==> src/rtl/csa_acc_ctrl.sv <==
// Multi-operand accumulator sequencer around a single shared carry-save adder stage.
// Define CSA_FAST_RESOLVE_EN to resolve S/C with one carry-propagate add instead of iterating the CSA.
module csa_acc_ctrl #(
    parameter int WIDTH   = 4,
    parameter int MAX_OPS = 16,
    localparam int NOPS_W = $clog2(MAX_OPS + 1),
    localparam int ACC_W  = WIDTH + $clog2(MAX_OPS)
) (
    input  logic              clk,
    input  logic              rst_n,
    input  logic              start,
    input  logic [NOPS_W-1:0] num_ops,
    output logic              busy,
    input  logic              op_valid,
    input  logic [WIDTH-1:0]  op_data,
    output logic              op_ready,
    output logic              res_valid,
    output logic [ACC_W-1:0]  res_data,
    input  logic              res_ready,
    output logic              err
);

    typedef enum logic [1:0] {
        ST_IDLE    = 2'd0,
        ST_ACCUM   = 2'd1,
        ST_RESOLVE = 2'd2,
        ST_DONE    = 2'd3
    } state_t;

    state_t             state_q, state_d;
    logic [ACC_W-1:0]   s_q, s_d;
    logic [ACC_W-1:0]   c_q, c_d;
    logic [NOPS_W-1:0]  rem_q, rem_d;
    logic               res_valid_q, res_valid_d;
    logic [ACC_W-1:0]   res_data_q, res_data_d;
    logic               err_q, err_d;

    logic [ACC_W-1:0]   x_ext;
    logic [ACC_W-1:0]   csa_in;
    logic [ACC_W-1:0]   csa_sum;
    logic [ACC_W-1:0]   csa_carry_sh;
    logic               op_xfer;
    logic               start_legal;
    logic               c_zero;

    assign x_ext       = ACC_W'(op_data);
    assign op_xfer     = (state_q == ST_ACCUM) && op_valid;
    assign start_legal = (num_ops != '0) && (num_ops <= NOPS_W'(MAX_OPS));
    assign c_zero      = (c_q == '0);

    // Third CSA input is the operand while accumulating and zero while resolving,
    // so the same bit-slices serve both phases.
    assign csa_in = (state_q == ST_ACCUM) ? x_ext : '0;

    // The carry vector leaves the slices already shifted left by one; the top
    // majority bit is provably zero and is not built.
    assign csa_carry_sh[0] = 1'b0;

    generate
        for (genvar gi = 0; gi < ACC_W; gi++) begin : g_csa_sum
            assign csa_sum[gi] = s_q[gi] ^ c_q[gi] ^ csa_in[gi];
        end
        for (genvar gi = 0; gi < ACC_W - 1; gi++) begin : g_csa_maj
            assign csa_carry_sh[gi+1] = (s_q[gi] & c_q[gi])
                                      | (s_q[gi] & csa_in[gi])
                                      | (c_q[gi] & csa_in[gi]);
        end
    endgenerate

    always_comb begin
        state_d     = state_q;
        s_d         = s_q;
        c_d         = c_q;
        rem_d       = rem_q;
        res_valid_d = res_valid_q;
        res_data_d  = res_data_q;
        err_d       = err_q;

        unique case (state_q)
            ST_IDLE: begin
                if (start) begin
                    if (start_legal) begin
                        rem_d   = num_ops;
                        s_d     = '0;
                        c_d     = '0;
                        err_d   = 1'b0;
                        state_d = ST_ACCUM;
                    end else begin
                        err_d   = 1'b1;
                    end
                end
            end

            ST_ACCUM: begin
                if (op_xfer) begin
                    s_d   = csa_sum;
                    c_d   = csa_carry_sh;
                    rem_d = rem_q - NOPS_W'(1);
                    if (rem_q == NOPS_W'(1)) begin
                        state_d = ST_RESOLVE;
                    end
                end
            end

            ST_RESOLVE: begin
`ifdef CSA_FAST_RESOLVE_EN
                res_data_d  = s_q + c_q;
                res_valid_d = 1'b1;
                state_d     = ST_DONE;
`else
                if (c_zero) begin
                    res_data_d  = s_q;
                    res_valid_d = 1'b1;
                    state_d     = ST_DONE;
                end else begin
                    s_d = csa_sum;
                    c_d = csa_carry_sh;
                end
`endif
            end

            ST_DONE: begin
                if (res_ready) begin
                    res_valid_d = 1'b0;
                    state_d     = ST_IDLE;
                end
            end

            default: state_d = ST_IDLE;
        endcase
    end

    always_ff @(posedge clk or negedge rst_n) begin
        if (!rst_n) begin
            state_q     <= ST_IDLE;
            s_q         <= '0;
            c_q         <= '0;
            rem_q       <= '0;
            res_valid_q <= 1'b0;
            res_data_q  <= '0;
            err_q       <= 1'b0;
        end else begin
            state_q     <= state_d;
            s_q         <= s_d;
            c_q         <= c_d;
            rem_q       <= rem_d;
            res_valid_q <= res_valid_d;
            res_data_q  <= res_data_d;
            err_q       <= err_d;
        end
    end

    assign busy      = (state_q != ST_IDLE);
    assign op_ready  = (state_q == ST_ACCUM);
    assign res_valid = res_valid_q;
    assign res_data  = res_data_q;
    assign err       = err_q;

    // c_zero only steers the iterative resolve; keep it referenced in the fast build.
`ifdef CSA_FAST_RESOLVE_EN
    logic c_zero_unused;
    assign c_zero_unused = c_zero;
`endif

endmodule

==> config.mk <==
export PLATFORM = sky130hd
export DESIGN_NAME = csa_acc_ctrl
export DESIGN_NICKNAME = d
export VERILOG_FILES = /design/src/rtl/csa_acc_ctrl.sv
export SDC_FILE = /design/constraint.sdc
export NUM_CORES = 1
export LEC_CHECK = 0
export CAP_MARGIN = 15
export CORE_MARGIN = 3
export CORE_UTILIZATION = 28
export CTS_CLUSTER_SIZE = 30
export DETAILED_ROUTE_END_ITERATION = 7
export GPL_TIMING_DRIVEN = 0
export PLACE_DENSITY_LB_ADDON = 0.08
export SYNTH_ARGS = -nofsm -noshare
export SYNTH_HDL_FRONTEND = slang
export SYNTH_SLANG_ARGS = --single-unit
==> constraint.sdc <==
create_clock -name clk -period 2.4 [get_ports clk]
set_clock_uncertainty 0.15 [all_clocks]
set_input_delay 0.72 -clock clk [delete_from_list [all_inputs] [get_ports clk]]
set_output_delay 0.72 -clock clk [all_outputs]
set_load 0.01 [all_outputs]
# After elaboration in Yosys (flattened, before gate mapping)
# Cells that the tools add are included.
op_classes:
  n_addsub: 1
  n_lt_le_gt_ge: 1
  eq_ne: 11
  n_mux: 24
  bitwise_logic: 51
  n_reduce_logical: 15
op_table:
  columns: ["cell", "n"]
  rows:
  - ["2-to-1 mux 8 bit", 6]
  - ["one-hot mux 8 bit (3 select lines)", 2]
  - ["bitwise AND 1 bit", 15]
  - ["2-to-1 mux 5 bit", 3]
  - ["OR 1 bit", 14]
  - ["2-to-1 mux 2 bit", 6]
  - ["bitwise XOR 1 bit", 12]
  - ["!= test 2 bit (second input constant)", 5]
  - ["one-hot mux 5 bit (2 select lines)", 1]
  - ["zero test 8 bit", 1]
  - ["one-hot mux 2 bit (4 select lines)", 1]
  - ["bitwise AND 1 bit (second input constant)", 6]
  - ["AND reduction 6 bit", 1]
  - ["nonzero test 2 bit", 3]
  - ["== test 5 x 1 -> 1 bit (second input constant)", 1]
  - ["less-or-equal comparator 5 bit (second input constant)", 1]
  - ["AND reduction 5 bit", 1]
  - ["nonzero test 5 bit", 1]
  - ["subtractor 5 x 1 -> 5 bit (second input constant)", 1]
  - ["== test 2 bit (second input constant)", 2]
  - ["2-to-1 mux 4 bit", 1]
  - ["!= test 2 x 1 -> 1 bit (second input constant)", 2]
  - ["AND reduction 2 bit", 2]
  - ["AND reduction 4 bit", 1]
  - ["8 further kinds", 14]
totals:
  regBits: 33
  inputBits: 14
  output_inout_bits: 12
  word_cells: 110

# Depth between registers and ports, before layout
logic_depth:
  ltp_word: 7
  mapped_depth: 8
  mapped_depth_nobuf: 6

# Worst setup path after synthesis
# OpenSTA, ideal clock, no wires.
synth_path:
  path_type: "input to register"
  startpoint: "in num_ops[2]"
  endpoint: "reg c_q[4]"
  setup_time_ps: 125
  arrival_time_ps: 1893
  required_time_ps: 2125
  path_slack_ps: 232
  stages: 4
  n_path_buf: 0
  cell_sequence: "nor4_4 mux2_4 nand4_4 mux2_2"
synth_via:
  elab_chain_len: 4
  elab_cells_between_ends: 5
  cone_classes: "order compare (1); eq/ne (1); reduce/logical (3)"
synth_lines:
  columns: ["item", "line", "text"]
  rows:
  - ["start, declared", "12", "input logic [NOPS_W-1:0] num_ops,"]
  - ["less-or-equal comparator 5 bit / nonzero test 5 bit (equally long branches)", "48", "assign start_legal = (num_ops != '0) && (num_ops <= NOPS_W'(MAX_OPS));"]
  - ["logical AND 1 bit (*)", "48", null]
  - ["!= test 2 bit (no source line) (*)", null, null]
  - ["AND reduction 5 bit (no source line) (*)", null, null]
  - ["end signal, assigned", "137", "c_q <= '0;"]
  - ["end signal, assigned", "145", "c_q <= c_d;"]
  - ["end, declared", "32", "logic [ACC_W-1:0] c_q, c_d;"]
# Every way passes the cells marked *; elsewhere a longest branch is shown, timed or not.
# A chain may end at the register's enable or synchronous reset.

# Worst setup path after layout
layout_path:
  startpoint: "in num_ops[1]"
  endpoint: "reg rem_q[2]"
layout_via:
  elab_chain_len: 4
  elab_cells_between_ends: 5
  cone_classes: "order compare (1); eq/ne (1); reduce/logical (3)"
layout_lines:
  columns: ["item", "line", "text"]
  rows:
  - ["less-or-equal comparator 5 bit / nonzero test 5 bit (equally long branches)", "48", null]
  - ["logical AND 1 bit (*)", "48", null]
  - ["!= test 2 bit (no source line) (*)", null, null]
  - ["AND reduction 4 bit (no source line) (*)", null, null]
  - ["end signal, assigned", "146", "rem_q <= rem_d;"]
  - ["end, declared", "33", "logic [NOPS_W-1:0] rem_q, rem_d;"]
# Marks and branches as above.

==> summary.md <==
| Metric | Value |
|---|---|
| Post-synthesis sequential area ratio | 0.4366 |
| CP delay by family, top | buffers and inverters |
| Syn nets | 210 |
| Peak supply drop | 556.6 uV |
| Max Buffers Root-to-Sink | 2 |
| ANT cells | 0 |
| Via count | 1338 |
| Worst skew pair latency | 0.28 ns |
| PD cells | 1227 nW/um^2 |
| Die H | 86.94 microns |
| Initial antenna violation count | 0 |
| Initial DRC Count | 14 |
| Worst Tran Pin Value | 0.7364 ns |
| Static Leak | 1.079 nW |
| CP Max Fanout | 6 |
| Worst min path class | flop to flop |
| Detail Route Antenna Nets | 0 |
| Crit-path max cell delay | 0.46 ns |
| Initial Util | 0.2992 |
| Critical Path Sink Type | flop |
| Buffers added on ports | 25 |
| Maxcap violations | 0 |
| All-Layer GR Usage | 0.1192 |
| Synth-to-layout area growth | 28.38% |
| Top cell type by total area after synthesis | dfrtp_1 |
| Max Freq | 442.5 MHz |
| Share of layout cells above drive strength 1 | 0.1336 |
| Status | complete, no violations |
| Via density | 4.582 |
| Slew Viols, Final | 0 |
| Synth cell types | 35 |
| Grt total ovfl | 0 |
| Worst EP required | 2.40 ns |
| Worst slack, placed | -0.4451 ns |
| CTS tree | built |
| Inserted Clock Buffers | 5 |
| Ports | 26 |
| Bufs and invs on worst path | 2 |
| Row cnt | 28 |
| Post-synth top area share | 0.4366 |
| DR pass1 iterations | 5 |
| Synthesized area per cell | 10.13 sq um |
| First-pass GRT wire length | 6982 microns |
| Hold Worst Slack | 0.3318 ns |
| RSZ-0062 raised after global routing | no |
| Vias in the first global route | 1443 |
| Nets | 246 |
| Die Wd | 86.94 microns |
| HPWL Detailed | 2920 microns |
| Largest net degree at the start of global routing | 33 |
| Total Wirelength | 3964 microns |
| DRC viols | 0 |
| Setup violators final | 0 |
| Syn. warnings | 0 |
| Setup Crit Path Kind | input port to flop |
| Worst path cell trace | clkdlybuf4s50_1, nor4_4, mux2_4, buf_4, a41oi_1, o211ai_1 |
| Total clock sinks | 32 |
| Clock root buffer | clkbuf_8 |
| Slowest-stage cell, CP | clkdlybuf4s50_1 |
| Cell Area, Synth | 1834 sq um |
| Post-synthesis cell count | 181 |
| H-tree Lvls | 2 |
| Final Cycle Share | 0.9416 |
| Slew headroom | 0.5091 |
| Placeable core region | 6131 sq um |
| Drt wl/cell | 13.58 microns |
| Yosys reg bits | 32 |
| Hold Violations, Final | 0 |
| Crit path time final | 2.260 ns |
| Largest cells by area after synthesis | dfrtp_1 (44%), mux2i_1 (8.7%), ha_1 (8.2%) |
| Crit path DAT | 2.26 ns |
| Final Worst Setup Slack | 0.1402 ns |
| CP Launch Type | input port |
| Die area | 7558 sq um |
| Clock slew at reported path FFs | 0.07 ns |
| Placer Congestion | 0.7425 |
-- layer usage --
| metal | part of all wire | track usage |
|---|---|---|
| met5 | 0 | 0 |
| met4 | 0.011 | 0.03824 |
| met3 | 0.033 | 0.02933 |
| met2 | 0.48 | 0.1884 |
| met1 | 0.47 | 0.1600 |
-- tightest hold or removal path, stage by stage (launching register included) --
cell and delay [ns]:
dfrtp_1 0.34, nand2_1 0.04, o21ai_0 0.06
-- cell families (layout without fill, tap and decap cells) --
kind of cell / Yosys count / count (layout) / synth area share
AOI/OAI and AO/OA: 26 / 26 / 0.09414
xor gates and xnor gates: 1 / 1 / 0.004776
adders and majority gates: 15 / 15 / 0.1146
buffers and inverters: 32 / 68 / 0.06958
DFF: 32 / 32 / 0.4366
muxes: 19 / 19 / 0.1078
and+or+nand+nor: 56 / 56 / 0.1726
-- cells in the final DEF (no fill, tap or decap), types with 4 or more instances in the layout --
| cell | count |
|---|---|
| dfrtp_1 | 31 |
| inv_1 | 24 |
| nand2_1 | 23 |
| clkdlybuf4s50_1 | 19 |
| mux2i_1 | 16 |
| o21ai_0 | 10 |
| ha_1 | 10 |
| clkbuf_8 | 7 |
| nand2b_1 | 6 |
| buf_4 | 6 |
| nand3_1 | 5 |
| nor3_1 | 4 |
| a21oi_1 | 4 |
| o211ai_1 | 4 |
-- state kept, by name (all words and copies together), names as in the netlist --
name,count
c_q,7
err,1
rem_q,5
res_data,8
res_valid,1
s_q,8
state_q,2
-- repair_timing --
item / CTS / global route
buffers inserted: 6 / 0
gates resized for setup: 12 / 3
setup endpoints to repair: 19 / 11
hold buffers: 0 / 0
pin swaps: 2 / 1
-- path summary, 6_finish.rpt --
check,slack [ns],end,depth (start not counted),from
worst max-delay path,0.14,rem_q[2],6,num_ops[1]
worst min-delay path,0.33,res_data[7],2,res_data[7]
worst max register to register,0.26,s_q[2],7,state_q[1]
worst min register to register,0.33,res_data[7],2,res_data[7]
max in group asynchronous,1.24,state_q[0],1,rst_n
min in group asynchronous,0.35,s_q[6],1,rst_n
-- area by class of cell --
| type | count | area [sq um] |
|---|---|---|
| fill | 603 | 3776 |
| multi-input combinational | 117 | 938.4 |
| sequential | 32 | 802.0 |
| timing repair buffer | 31 | 295.3 |
| inverter | 26 | 97.59 |
| clock buffer | 7 | 96.34 |
| tap | 75 | 93.84 |
| buffer | 4 | 31.28 |
-- report_power, final --
part / internal, mW / switching [mW]
combinational: 0.761 / 0.867
sequential: 0.708 / 0.102
clock: 0.255 / 0.195
total: 1.72 / 1.16
-- synthesized netlist by cell type (all sizes together) --
library cell and count:
dfrtp 32, inv 26, nand2 23, mux2i 16, ha 12, o21ai 10
nand2b 6, nand3 6, clkbuf 5, a21oi 4, nor3 4, o211ai 4
a41oi 3, and3 3, fa 3, mux2 3, nor2b 3, and2 2
nand4 2, nor2 2, nor4 2, a211oi 1, a21bo 1, a21o 1
a31oi 1, a41o 1, buf 1, or3 1, or3b 1, or4b 1
xnor2 1
-- stage by stage --
stage | setup TNS [ns] | instances | total power [mW] | utilization | instance area, sq um
3_3_place_gp | -16.40 | 281 | 2.255 | 0.3553 | 2178
2_1_floorplan | 0 | 181 | 1.822 | - | 1834
5_1_grt | 0 | 292 | 3.135 | 0.3841 | 2355
3_5_place_dp | -7.980 | 281 | 2.291 | 0.3545 | 2173
6_report | 0 | 292 | 2.888 | 0.3841 | 2355
4_1_cts | 0 | 292 | 2.933 | 0.3829 | 2347
No activity file was read; power rests on OpenSTA's default activity.
